### src/rtl/fitness_eval_ctrl.sv
// rtl/fitness_eval_ctrl.sv - exhaustive truth-table fitness evaluator for a candidate circuit
module fitness_eval_ctrl #(
    parameter int N_IN   = 4,
    parameter int SETTLE = 1
) (
    input  logic                   clk,
    input  logic                   rst,
    input  logic                   start,
    input  logic                   abort,
    input  logic [(1<<N_IN)-1:0]   target,
    input  logic                   dut_y,
    output logic [N_IN-1:0]        dut_in,
    output logic                   busy,
    output logic                   done,
    output logic [N_IN:0]          fitness,
    output logic [(1<<N_IN)-1:0]   mismatch,
    output logic                   perfect
);
    localparam int V = 1 << N_IN;
    localparam logic [N_IN-1:0] LAST_IDX = '1;
    localparam logic [3:0] SETTLE_LAST = 4'(SETTLE - 1);

    typedef enum logic [1:0] {S_IDLE, S_SETTLE, S_SAMPLE, S_DONE} state_t;

    state_t              state, state_nxt;
    logic [N_IN-1:0]     idx;
    logic [3:0]          scnt;
    logic [N_IN:0]       cnt, cnt_nxt;
    logic [V-1:0]        mask, mask_nxt;
    logic [V-1:0]        tgt;
    logic                match;

    assign match   = (dut_y == tgt[idx]);
    assign cnt_nxt = cnt + (N_IN+1)'(match);

    always_comb begin
        mask_nxt = mask;
        if (!match) mask_nxt[idx] = 1'b1;
    end

    always_ff @(posedge clk) begin
        if (rst) begin
            state    <= S_IDLE;
            idx      <= '0;
            scnt     <= '0;
            cnt      <= '0;
            mask     <= '0;
            tgt      <= '0;
            fitness  <= '0;
            mismatch <= '0;
            perfect  <= 1'b0;
        end else begin
            state <= state_nxt;
            case (state)
                S_IDLE: begin
                    if (start && !abort) begin
                        tgt      <= target;
                        idx      <= '0;
                        scnt     <= '0;
                        cnt      <= '0;
                        mask     <= '0;
                        fitness  <= '0;
                        mismatch <= '0;
                        perfect  <= 1'b0;
                    end
                end
                S_SETTLE: begin
                    if (abort) begin
                        scnt     <= '0;
                        fitness  <= '0;
                        mismatch <= '0;
                        perfect  <= 1'b0;
                    end else begin
                        scnt <= (scnt == SETTLE_LAST) ? 4'd0 : scnt + 4'd1;
                    end
                end
                S_SAMPLE: begin
                    if (abort) begin
                        fitness  <= '0;
                        mismatch <= '0;
                        perfect  <= 1'b0;
                    end else begin
                        cnt  <= cnt_nxt;
                        mask <= mask_nxt;
                        // Results are published on the edge that enters DONE, including this last sample.
                        if (idx == LAST_IDX) begin
                            fitness  <= cnt_nxt;
                            mismatch <= mask_nxt;
                            perfect  <= (cnt_nxt == (N_IN+1)'(V));
                        end else begin
                            idx <= idx + N_IN'(1);
                        end
                    end
                end
                default: ;
            endcase
        end
    end

    always_comb begin
        state_nxt = state;
        case (state)
            S_IDLE:   if (start && !abort) state_nxt = S_SETTLE;
            S_SETTLE: begin
                if (abort)                     state_nxt = S_IDLE;
                else if (scnt == SETTLE_LAST)  state_nxt = S_SAMPLE;
            end
            S_SAMPLE: begin
                if (abort)                  state_nxt = S_IDLE;
                else if (idx == LAST_IDX)   state_nxt = S_DONE;
                else                        state_nxt = S_SETTLE;
            end
            default:  state_nxt = S_IDLE;
        endcase
    end

    always_comb begin
        busy   = (state == S_SETTLE) || (state == S_SAMPLE);
        done   = (state == S_DONE);
        dut_in = busy ? idx : '0;
    end
endmodule

### config.mk
export PLATFORM = sky130hd
export DESIGN_NAME = fitness_eval_ctrl
export DESIGN_NICKNAME = d
export VERILOG_FILES = /design/src/rtl/fitness_eval_ctrl.sv
export SDC_FILE = /design/constraint.sdc
export NUM_CORES = 1
export LEC_CHECK = 0
export ABC_AREA = 1
export CAP_MARGIN = 20
export CORE_UTILIZATION = 55
export DETAILED_ROUTE_END_ITERATION = 8
export GPL_TIMING_DRIVEN = 0
export PLACE_DENSITY_LB_ADDON = 0.05
export REMOVE_ABC_BUFFERS = 1
export SYNTH_ARGS = -nofsm -noshare
export SYNTH_HDL_FRONTEND = slang
export SYNTH_SLANG_ARGS = --single-unit
### constraint.sdc
create_clock -name clk -period 2.9 [get_ports clk]
set_clock_uncertainty 0.1 [all_clocks]
set_input_delay 0.87 -clock clk [delete_from_list [all_inputs] [get_ports clk]]
set_output_delay 0.87 -clock clk [all_outputs]
set_load 0.01 [all_outputs]
* Word level (Yosys, flattened, before mapping)
Index checks and enable logic that the tools add are counted.
** Word-level totals
- Bits in registers :: 69
- Latch bits :: 0
- Bits in writable memories :: 0
- Bits in read-only memories :: 0
- Logic and storage cells :: 80
- Memories kept :: 0
** Operators by class
- Add/sub/neg operators :: 3
- Multiply operators :: 0
- Divide/modulo/power cells :: 0
- $lt $le $gt $ge :: 2
- Equal/unequal tests :: 12
- Shift-type cells :: 0
- Muxes and demuxes :: 38
- Bitwise operators :: 1
- Reductions and logical operators :: 15
** Operator list (count)
- $mux W16 :: 6
- $pmux W16 S3 :: 1
- $pmux W16 S2 :: 1
- $mux W5 :: 5
- $mux W4 :: 6
- $or A16 B16 Y16 :: 1
- $pmux W4 S2 :: 2
- $pmux W5 S3 :: 1
- $mux W2 :: 5
- $pmux W5 S2 :: 1
- $add A4 B1 Y4 const B :: 2
- $ne A2 B2 Y1 const B :: 4
- $reduce_and A4 Y1 :: 2
- $mux W1 :: 6
- $ne A3 B3 Y1 const B :: 2
- $pmux W2 S3 :: 1
- $reduce_and A2 Y1 :: 3
- $add A5 B1 Y5 :: 1
- $eq A5 B5 Y1 const B :: 1
- $lt A4 B5 Y1 const B :: 1
- $bmux W1 S4 :: 1
- $demux W1 S4 :: 1
- $eq A2 B2 Y1 const B :: 2
- $eq A4 B4 Y1 const B :: 1
- 12 further kinds :: 14

* Depth between registers and ports, before layout
- Word-level depth :: 9
- Mapped depth :: 18

* Worst setup path before layout
Ideal clock, no wire load.
- Kind :: register to register
- Start point :: register idx[0]
- End point :: register perfect
- Arrival time :: 2.301 ns
- Required time :: 2.730 ns
- Setup slack :: 0.429 ns
- Stages on the path, launching flop included :: 18
- Buffers on the path :: 2
- Path through :: dfxtp_1 buf_6 nand2_1 nand3_1 nand2_1 nand2_1 nand2_2 nor2_1 nand2_2 nand2_4 buf_12 inv_1 ha_1 ha_1 xor2_1 nor4_1 nand2_1 a21oi_1
** Between the ends
- Word-level cells in the longest chain between the ends :: 8
- Elaborated cells between the ends (all ways) :: 11
- Classes of those cells :: add/sub: 1; eq/ne: 4; mux: 5; reduce/logical: 1
** Ends and longest elaborated chain
- from (decl) :: line 26 : logic [N_IN-1:0] idx;
- from (signal assigned) :: line 91 : idx <= idx + N_IN'(1);
- $bmux W1 S4 :: line 33 : assign match = (dut_y == tgt[idx]);
- $mux W1 (not written as such) :: line 33
- $eq A1 B1 Y1 :: line 33
- $add A5 B1 Y5 :: line 34 : assign cnt_nxt = cnt + (N_IN+1)'(match);
- $eq A5 B5 Y1 :: line 89 : perfect <= (cnt_nxt == (N_IN+1)'(V));
- $mux W1 :: line 86 : if (idx == LAST_IDX) begin
- $mux W1 :: line 78 : if (abort) begin
- $pmux W1 S3 :: line 54 : case (state)
- to (signal assigned) :: line 89
- to (decl) :: line 17 : output logic perfect
Parallel ways exist; a longest one is shown, timed or not. The select of a mux whose other input is x is not followed.
A chain may end at the register's enable or synchronous reset.

* Worst setup path after layout
- Start point :: register state[1]
- End point :: output dut_in[3]
** Between the ends
- Word-level cells in the longest chain between the ends :: 3
- Elaborated cells between the ends (all ways) :: 4
- Classes of those cells :: eq/ne: 2; mux: 1; reduce/logical: 1
** Ends and longest elaborated chain
- from (decl) :: line 25 : state_t state, state_nxt;
- from (signal assigned) :: line 53 : state <= state_nxt;
- $eq A2 B1 Y1 or $eq A2 B2 Y1 (tied branches) :: line 118 : busy = (state == S_SETTLE) || (state == S_SAMPLE);
- $logic_or A1 B1 Y1 (*) :: line 118
- $mux W4 (*) :: line 120 : dut_in = busy ? idx : '0;
- to (decl) :: line 12 : output logic [N_IN-1:0] dut_in,
Every way passes the cells marked *; elsewhere a longest branch is shown, timed or not.

==> metrics.csv <==
stage;metric;value;unit
clock_network;numClockSinks;69;
cells_and_area;num_antenna_cells;0;
yosys;avgSynthCellArea;6.84;sq um
setup_path;cp_data_required_time;1.93;ns
route;drt-pass1-iter-count;5;
yosys;syn_inst;518;
cells_and_area;utilization;0.710;
place;pre_cts_ws;-0.408;ns
global_routing;antenna_found_initial;0;
sta;setup-tns-final;0;ns
floorplan;die_w;82.3;um
setup_path;critical_path_class;reg2out;
setup_path;cp-start-kind;flip-flop;
clock_network;clk_pin_slew;0.07;ns
clock_network;clockBufferDepth;2;
yosys;synth_xor_xnor_area_share;0.0124;
global_routing;grt_pass1_vias;2919;
power_and_ir_drop;power_density;490;mW/mm^2
floorplan;core;0.00606;sq mm
power_and_ir_drop;p_leak;1.84;nW
sta;finalMaxSlewViolations;0;
setup_path;crit_arrival;1.83;ns
yosys;synth.yosys.seq_area_share;0.390;
power_and_ir_drop;p_total;2.11;mW
sta;post-route-period-util;0.965;
power_and_ir_drop;clkPwrFrac;0.351;
power_and_ir_drop;swShare;0.285;
sta;setup_ws;0.102;ns
setup_path;path_max_fanout;5;
yosys;synth_compound_area_frac;0.137;
setup_path;crit_path_frequent_cell;inv_1;
run_status;status;completed;
yosys;ys_warn_count;0;
floorplan;io_pins;49;
setup_path;path_delay_family;buffers and inverters;
cells_and_area;nets;598;
route;drt_iter0_drc;206;
cells_and_area;drive_gt1_frac;0.0863;
floorplan;die-area;0.00677;sq mm
power_and_ir_drop;power_switching;0.601;mW
route;wl;8250;um
yosys;yosys-mux-area-fraction;0;
floorplan;dieHeight;82.3;um
clock_network;cts_root_buffer;clkbuf_8;
power_and_ir_drop;seq_power_share;0.471;
route;viasPerCell;5.29;
clock_network;cts-hold-fix-buffers;0;
yosys;yosysUniqueCellTypes;30;
power_and_ir_drop;peakVddDrop;0.404;mV
clock_network;clkLatencyLatePin;0.34;ns
yosys;synthAdderAreaFrac;0.0424;
clock_network;h-tree-depth;3;
route;ant_nets;0;
place;place_area;0.00402;sq mm
global_routing;grt-ovfl-total;0;
clock_network;cts_tree;built;
sta;setup_violations;0;
setup_path;critPathCaptureType;primary output;
place;dp_hpwl;5260;um
run;max-cap-violations;0;
setup_path;slowest_stage;clkdlybuf4s50_1;
min_path;hp-class;reg2reg;
floorplan;initial_utilization;0.585;
cells_and_area;stdcell_area;0.00431;sq mm
place;gp_congestion;0.858;
power_and_ir_drop;internal-power;1.51;mW
yosys;synthSimpleGateAreaFrac;0.294;
cells_and_area;stdcell_count;643;
sta;min_period;2.80;ns
cells_and_area;area_delta_synth_final;21.5;%
sta;holdWs;0.355;ns
global_routing;grt_max_degree;52;
setup_path;critical_path.max_stage_delay;0.53;ns
sta;hold_viol_final;0;
sta;rsz0062_at_grt;false;
sta;fmax;357;MHz
yosys;ys_ff_latch;69;
global_routing;grt_usage;0.254;
setup_path;worstPathCellList;inv_1 > ha_2 > nand2_1 > inv_1 > clkdlybuf4s50_1;
route;wire_per_inst;12.8;um
clock_network;numCtsBuffers;9;
route;via_count;3404;
sta;slew_headroom;0.417;
global_routing;grt_pass1_wl;13100;um
place;dp_cells;620;
route;drc;0;
yosys;netlist_area;0.00354;sq mm
power_and_ir_drop;pwr-share-comb;0.178;
floorplan;rows;28;
place;port_buffers;48;
sta;worst_pin_slew;0.874;ns
yosys;synth_top_family_by_area;simple AND/OR/NAND/NOR gates;
setup_path;path_buf_inv;3;
==> flip-flops by register name (all words and copies together), names as in the netlist <==
register and count:
scnt 4, cnt 5, state 2, tgt 16
fitness 5, mask 16, idx 4, mismatch 16
perfect 1
==> cells in the mapped netlist <==
cell      instances  share of area
nor3b_1           2         0.0042
nand2_1          99           0.10
inv_1            80          0.085
nor2_1           49          0.052
buf_2             2         0.0028
nand3_1          49          0.069
nand4_1          17          0.030
nor4_1            1         0.0018
a211oi_1          1         0.0021
o21ai_0          49          0.069
o21bai_4          1         0.0053
clkinv_1          1         0.0011
nor3_2            1         0.0028
xnor2_1           1         0.0025
dfxtp_1          69           0.39
nand2_4           1         0.0032
buf_12            1         0.0056
buf_4             3         0.0064
inv_2             2         0.0021
nand2_2          12          0.021
ha_1             12          0.042
clkbuf_1         14          0.015
xor2_1            4         0.0099
nor2_2            1         0.0018
buf_1             1         0.0011
nor3_1            2         0.0028
o211ai_1          2         0.0042
a21oi_1          38          0.054
buf_6             2         0.0064
o21bai_1          1         0.0021
==> path summary, 6_finish.rpt <==
path	startpoint	end	slack, ns	cells after the start
max reg2reg	idx[0]$_SDFFE_PP0P_	perfect$_SDFFE_PP0P_	0.22	16
max	state[1]$_SDFFE_PP0P_	dut_in[3]	0.10	5
min	tgt[5]$_SDFFE_PP0P_	tgt[5]$_SDFFE_PP0P_	0.35	2
min reg2reg	tgt[5]$_SDFFE_PP0P_	tgt[5]$_SDFFE_PP0P_	0.35	2
==> power groups by stage <==
stage | sequential (mW) | clock, mW | combinational [mW]
after floorplan | 1.01 | 0 | 0.234
after global placement | 1.02 | 0 | 0.332
after detailed placement | 1.02 | 0 | 0.341
after CTS | 0.995 | 0.749 | 0.348
after global routing | 0.996 | 0.785 | 0.421
final | 0.993 | 0.740 | 0.375
==> per-layer routing <==
metal,track usage,vias to the layer above,share of wire
met3,0.0538,15,0.047
met1,0.315,1555,0.47
met5,0,-,0
met2,0.427,94,0.46
li1,-,1740,-
met4,0.104,0,0.019
==> layout make-up <==
class	instances	area (sq um)
clock buffer	13	179
inverter	83	318
sequential	69	1390
timing repair inverter	1	5.00
fill	527	1760
timing repair buffer	58	572
multi-input combinational	343	1740
clock inverter	1	5.00
tap	75	93.8
==> worst register-to-register path, delay by kind of cell, from the launching register on <==
| family | cells | cell delay, ns |
|---|---|---|
| adders and majority gates | 2 | 0.40 |
| DFF | 1 | 0.41 |
| xor gates and xnor gates | 1 | 0.18 |
| buffers and inverters | 2 | 0.19 |
| and+or+nand+nor | 10 | 1.23 |
| AOI/OAI and AO/OA | 1 | 0.11 |
==> placed cells by master (no fill, tap or decap), drive strengths merged, types with 3 or more instances in the layout <==
cell and instances:
o21ai 49, nand2 112, clkdlybuf4s50 48, nand3 49, ha 12, a21oi 38, inv 81, clkbuf 13
nor3 3, xor2 4, nand4 17, buf 10, nor2 50, dfxtp 69
==> kinds of logic (layout without fill, tap and decap cells) <==
kind of cell | Yosys count | in the layout
AO/OA/AOI/OAI | 92 | 92
flip-flops | 69 | 69
buffers and inverters | 106 | 156
XOR/XNOR | 5 | 5
adder cells (fa/ha/maj) | 12 | 12
AND/OR/NAND/NOR | 234 | 234
==> timing repair <==
item / 4_1_cts / 5_1_grt
endpoints found under the setup margin: 7 / 12
gates cloned: 0 / 1
setup buffers: 0 / 8
pin swaps: 0 / 2
gates resized for setup: 4 / 6
Note: power is estimated with default switching activity, not from simulation.
